File: src/rtl/pipeline_scoreboard.sv
`default_nettype none
// ============================================================================
// Module   : pipeline_scoreboard
// Purpose  : Load-use stall and operand forwarding control driven by a shift
//            register of in-flight destination records. Optional counters
//            enabled by defining SCOREBOARD_STATS_EN.
// Revision : 1.0
// ============================================================================
module pipeline_scoreboard #(
    parameter int STAGES   = 3,
    parameter int NSRC     = 2,
    parameter int REGADDR  = 5,
    parameter int LOAD_LAT = 1,
    parameter int ZERO_REG = 31,
    localparam int SELW    = $clog2(STAGES + 1)
) (
    input  logic                      clk,
    input  logic                      rst,
    input  logic                      issue_valid,
    input  logic [REGADDR-1:0]        issue_rd,
    input  logic                      issue_regwrite,
    input  logic                      issue_memread,
    input  logic [NSRC*REGADDR-1:0]   src_addr,
    input  logic [NSRC-1:0]           src_used,
    input  logic [STAGES:0]           kill,
    output logic                      stall,
    output logic [NSRC*SELW-1:0]      fwd_sel,
`ifdef SCOREBOARD_STATS_EN
    output logic [31:0]               stall_count,
    output logic [31:0]               fwd_count,
`endif
    output logic [STAGES-1:0]         entry_valid
);

    localparam logic [REGADDR-1:0] c_zero_reg = REGADDR'(ZERO_REG);

    logic [STAGES-1:0]  r_valid;
    logic [STAGES-1:0]  r_regwrite;
    logic [STAGES-1:0]  r_memread;
    logic [REGADDR-1:0] r_rd [STAGES];

    logic                 w_stall;
    logic [NSRC*SELW-1:0] w_fwd_sel;
    logic [SELW-1:0]      w_hit_sel;
    logic                 w_hit_load;

    // The record leaving the last entry is dropped, so its kill bit has no effect.
    logic w_unused_kill;
    assign w_unused_kill = kill[STAGES];

    // Scanning from the oldest entry down lets the youngest producer win.
    always_comb begin
        w_stall    = 1'b0;
        w_fwd_sel  = '0;
        w_hit_sel  = '0;
        w_hit_load = 1'b0;
        for (int i = 0; i < NSRC; i++) begin
            w_hit_sel  = '0;
            w_hit_load = 1'b0;
            for (int k = STAGES - 1; k >= 0; k--) begin
                if (r_valid[k] && r_regwrite[k] && src_used[i] &&
                    (r_rd[k] == src_addr[i*REGADDR +: REGADDR]) &&
                    (src_addr[i*REGADDR +: REGADDR] != c_zero_reg)) begin
                    w_hit_sel  = SELW'(k + 1);
                    w_hit_load = r_memread[k] && (k < LOAD_LAT);
                end
            end
            if (w_hit_load) begin
                w_stall = 1'b1;
            end else begin
                w_fwd_sel[i*SELW +: SELW] = w_hit_sel;
            end
        end
    end

    always_ff @(posedge clk) begin
        if (rst) begin
            r_valid    <= '0;
            r_regwrite <= '0;
            r_memread  <= '0;
            for (int k = 0; k < STAGES; k++) begin
                r_rd[k] <= '0;
            end
        end else begin
            r_valid[0]    <= issue_valid & ~w_stall & ~kill[0];
            r_rd[0]       <= issue_rd;
            r_regwrite[0] <= issue_regwrite;
            r_memread[0]  <= issue_memread;
            // Downstream entries always drain, even while ID is stalled.
            for (int k = 1; k < STAGES; k++) begin
                r_valid[k]    <= r_valid[k-1] & ~kill[k];
                r_rd[k]       <= r_rd[k-1];
                r_regwrite[k] <= r_regwrite[k-1];
                r_memread[k]  <= r_memread[k-1];
            end
        end
    end

`ifdef SCOREBOARD_STATS_EN
    logic [31:0] r_stall_count;
    logic [31:0] r_fwd_count;

    always_ff @(posedge clk) begin
        if (rst) begin
            r_stall_count <= '0;
            r_fwd_count   <= '0;
        end else begin
            if (w_stall && !kill[0] && (r_stall_count != 32'hFFFF_FFFF)) begin
                r_stall_count <= r_stall_count + 32'd1;
            end
            if ((|w_fwd_sel) && (r_fwd_count != 32'hFFFF_FFFF)) begin
                r_fwd_count <= r_fwd_count + 32'd1;
            end
        end
    end

    assign stall_count = r_stall_count;
    assign fwd_count   = r_fwd_count;
`endif

    assign stall       = w_stall;
    assign fwd_sel     = w_fwd_sel;
    assign entry_valid = r_valid;

endmodule
`default_nettype wire

File: config.mk
export PLATFORM = sky130hd
export DESIGN_NAME = pipeline_scoreboard
export DESIGN_NICKNAME = d
export VERILOG_FILES = /design/src/rtl/pipeline_scoreboard.sv
export SDC_FILE = /design/constraint.sdc
export NUM_CORES = 1
export LEC_CHECK = 0
export BUFFER_PORTS_ARGS = -buffer_cell sky130_fd_sc_hd__buf_2
export CAP_MARGIN = 20
export CELL_PAD_IN_SITES_DETAIL_PLACEMENT = 0
export CELL_PAD_IN_SITES_GLOBAL_PLACEMENT = 1
export CORE_MARGIN = 4
export CORE_UTILIZATION = 35
export CTS_BUF_LIST = sky130_fd_sc_hd__clkbuf_8
export DETAILED_ROUTE_END_ITERATION = 10
export PLACE_DENSITY = 0.85
export SETUP_SLACK_MARGIN = 0.4
export SLEW_MARGIN = 5
export SYNTH_ARGS = -nofsm -noshare
export SYNTH_HDL_FRONTEND = slang
export SYNTH_SLANG_ARGS = --single-unit
File: constraint.sdc
create_clock -name clk -period 3.7 [get_ports clk]
set_clock_uncertainty 0.15 [all_clocks]
set_input_delay 0.74 -clock clk [delete_from_list [all_inputs] [get_ports clk]]
set_output_delay 0.74 -clock clk [all_outputs]
set_load 0.01 [all_outputs]
[Word-level counts from Yosys, hierarchy flattened]
Memory sizes are Yosys's and may differ from the RTL's.
Index checks and enable logic that the tools add are counted.
Operators by class
  equal/unequal tests: 8
  reductions and logical operators: 21
  muxes and demuxes: 18
  bitwise operators: 11
Operators by type and width (number)
  $eq A5 B5 Y1: 6
  $logic_and A1 B1 Y1: 21
  $mux W2: 8
  $mux W5: 3
  $ne A5 B5 Y1 const B: 2
  $mux W1: 7
  $and A1 B1 Y1: 4
  $not A1 Y1: 4
  $or A1 B1 Y1: 3
Word-level totals
  word-level logic and storage cells: 62
  memories kept: 1
  RAM bits: 15
  register bits after elaboration: 7
Memory list
  r_rd: words 3, width 5, read ports 3, clocked after memory_dff 0, wr ports 3, RTL line 40  | logic [REGADDR-1:0] r_rd [STAGES];

[Longest topological paths before layout]
  depth after elaboration: 10
  mapped depth: 5
  depth with buffers taken out: 5

[Worst setup path before layout]
No wires, ideal clock.
  path type: input port to output port
  start point: in src_addr[7]
  end point: out fwd_sel[2]
  stages: 5
  arrival: 1836 ps
  path buffers: 0
  path slack: 974 ps
  cells stage by stage: xnor2_1 -> nand4_1 -> or4_4 -> nand2b_4 -> mux2i_1
Between the ends
  cells in the longest elaborated chain, start to end: 7
  elaborated cells on any way between the ends: 15
RTL lines
  start, declared: RTL line 23  | input logic [NSRC*REGADDR-1:0] src_addr,
  $eq A5 B5 Y1: RTL line 62  | (r_rd[k] == src_addr[i*REGADDR +: REGADDR]) &&
  $logic_and A1 B1 Y1: RTL line 61  | if (r_valid[k] && r_regwrite[k] && src_used[i] &&
  $logic_and A1 B1 Y1: RTL line 62
  $mux W2 (3 in series): RTL line 61
  $mux W2 (*): RTL line 68  | if (w_hit_load) begin
  end, declared: RTL line 27  | output logic [NSRC*SELW-1:0] fwd_sel,
Mark *: on every way between the ends. The rest lies on a longest branch, timed or not.

[Final worst setup path]
  start point: in src_addr[8]
  end point: out fwd_sel[2]
The elaborated chain is that of the path after synthesis.

==> results.py <==
metrics = {
    "power": {
        "p_per_area_nw_per_um2": 358,
        "max-vdd-ir-drop_v": 0.000134,
        "leakagePower_nw": 0.517,
    },
    "floorplanning": {
        "num_io_pins": 34,
        "die_h_microns": 62.9,
        "core_sq_um": 2830,
        "dieArea_sq_um": 3960,
        "die_w_microns": 62.9,
        "start_util": 0.373,
        "rows": 19,
    },
    "cts": {
        "cts_setup_buffers": 0,
        "clock_path_buffers": 2,
        "clock_sinks": 22,
        "htreeDepth": 1,
        "clk_latency_ps": 260,
        "numCtsBuffers": 3,
        "post_cts_resized": 0,
        "cts_root_buf": "clkbuf_8",
        "cts_tree": "done",
        "ctsHoldBuffers": 0,
        "path_clk_slew_ps": 70,
    },
    "grt": {
        "busiest_layer": "met2",
        "overflow": 0,
        "grt_max_degree": 23,
        "antenna_found_initial": 0,
        "use_met2": 0.213,
        "grt_usage": 0.118,
        "use_met1": 0.125,
        "grt_pass1_vias": 867,
        "grt_pass1_wl_microns": 3660,
        "grt_util_met3": 0.0324,
    },
    "synthesis": {
        "synth_top_area_frac": 0.417,
        "syn_nets": 132,
        "synth_area_sq_um": 1060,
        "yosys.area_share.adder": 0,
        "synthXorXnorAreaFrac": 0.256,
        "ys_seq_area_frac": 0.417,
        "synth_flop_cell": "dfxtp_1",
        "yosysMostFrequentCell": "dfxtp_1",
        "synth_warnings": 0,
        "synth_top_cell_by_area": "dfxtp_1",
        "synth_cells": 106,
        "muxShareOfSynthArea": 0.0190,
        "synthArstFlopShare": 0,
        "ys_ff_latch": 22,
        "syn_avg_cell_area_sq_um": 9.96,
        "yosysUniqueCellTypes": 24,
        "synth_top_family_by_area": "simple AND/OR/NAND/NOR gates",
        "synth-simple-area-share": 0.268,
        "synth.area.top_cells": "dfxtp_1, xnor2_1, nor2b_1",
        "synth-edff-count": 0,
        "synth.top_cells.by_count": "dfxtp_1, xnor2_1, nor2b_1",
        "synth_compound_area_frac": 0.0332,
    },
    "sta": {
        "max_slew_margin": 0.605,
        "worstMarginPinSlew_ps": 587,
        "setup-tns-final_ps": 0,
        "period_needed_ps": 3030,
        "max_freq_mhz": 330,
        "setup_violations": 0,
        "min_period_over_period": 0.820,
        "rsz0062_at_grt": "false",
        "hold_ws_ps": 330,
        "hold_violations": 0,
        "drv_slew": 0,
    },
    "cells_and_area": {
        "post-route-util": 0.456,
        "diodes": 0,
        "fin_nets": 167,
        "layout-drive-gt1-share": 0.281,
        "syn2layout_area_growth_pct": 22.0,
    },
    "route": {
        "via_count": 818,
        "wl_per_cell_microns": 13.2,
        "drt_first_pass_iters": 4,
        "finalWirelength_microns": 2250,
        "drc": 0,
        "drtIter0Drc": 16,
        "viasPerCell": 4.81,
        "postRouteAntennaNets": 0,
    },
    "worst_setup_path": {
        "r2r_cells": 5,
        "critPathMaxFanout": 4,
        "crit_arrival_ps": 2140,
        "crit_required_ps": 2810,
        "end_kind": "primary output",
        "path_class": "in -> out",
        "cp-start-kind": "input pin",
    },
    "placed_design": {
        "finalWeightedCongestion": 0.758,
        "port_buffers": 32,
    },
    "run_status": {
        "outcome": "finished clean",
    },
    "hold_path": {
        "hold_path_class": "reg -> reg",
        "min_path_cells": 1,
    },
    "run": {
        "maxCapViolations": 0,
    },
}
==> layout by cell type (no fill, tap or decap) <==
master    Yosys  layout
nand2b_4      1       1
or3_1         1       1
a21oi_1       2       2
buf_2         0      32
nand3_1       4       4
nor4b_1       1       1
o21ai_1       2       2
nor2_1        1       1
nand2b_1      1       1
mux2i_1       2       2
or4_1         1       1
dfxtp_1      22      22
nor4_1        2       2
xnor2_1      20      20
clkbuf_8      0       3
xnor2_2       1       1
nor3b_1       2       2
nand2_1       4       4
nor2b_1      19      19
o21a_1        1       1
o211ai_1      1       1
nor4_2        1       1
xor2_1        9       9
or4_4         1       1
nand4_1       5       5
==> state kept, by name, summed over array words and instances (netlist names) <==
name         count
r_rd            15
entry_valid      3
r_regwrite       3
r_memread        1
==> worst max-delay path, stage by stage <==
cell and delay [ps]:
buf_2 140, xnor2_1 190, nand4_1 130, or4_4 530, nand2b_4 150, mux2i_1 120
buf_2 150
==> kinds of logic (layout without fill, tap and decap cells) <==
kind of cell | count (synthesis) | count (layout)
flip-flops | 22 | 22
AO/OA/AOI/OAI | 6 | 6
multiplexers | 2 | 2
buffers and inverters | 2 | 35
AND/OR/NAND/NOR | 44 | 44
XOR/XNOR | 30 | 30
==> cell type report <==
type / instances / area (sq um)
Tap cell: 31 / 38.8
Multi-Input combinational cell: 82 / 608
Clock buffer: 3 / 41.3
Timing Repair Buffer: 32 / 160
Sequential cell: 22 / 440
Fill cell: 287 / 1540
==> per-stage QoR <==
step	instance area (sq um)	setup slack, ps	std cells	power [mW]
2_1_floorplan	1060	974	106	0.294
3_3_place_gp	1250	720	167	0.321
3_5_place_dp	1250	672	167	0.322
4_1_cts	1290	662	170	0.464
5_1_grt	1290	591	170	0.479
6_report	1290	668	170	0.461
==> metal layers <==
| metal | part of all wire | routed length, microns |
|---|---|---|
| met5 | 0 | 0 |
| met4 | 0.020 | 45 |
| met3 | 0.048 | 109 |
| met2 | 0.50 | 1120 |
| met1 | 0.43 | 971 |
==> final timing paths <==
| kind | start | to | slack [ps] |
|---|---|---|---|
| worst min register to register | r_regwrite[0] | r_regwrite[1] | 330 |
| worst min-delay path | r_regwrite[0] | r_regwrite[1] | 330 |
| worst max-delay path | src_addr[8] | fwd_sel[2] | 670 |
| worst max register to register | r_rd[0][3] | entry_valid[0] | 1940 |
==> power breakdown <==
group	internal (mW)	switching (mW)	leakage, nW
registers	0.246	0.00796	0.181
clock network	0.0726	0.0719	0.0216
logic	0.0330	0.0294	0.315
total	0.352	0.109	0.517
Note: power is estimated with default switching activity, not from simulation.
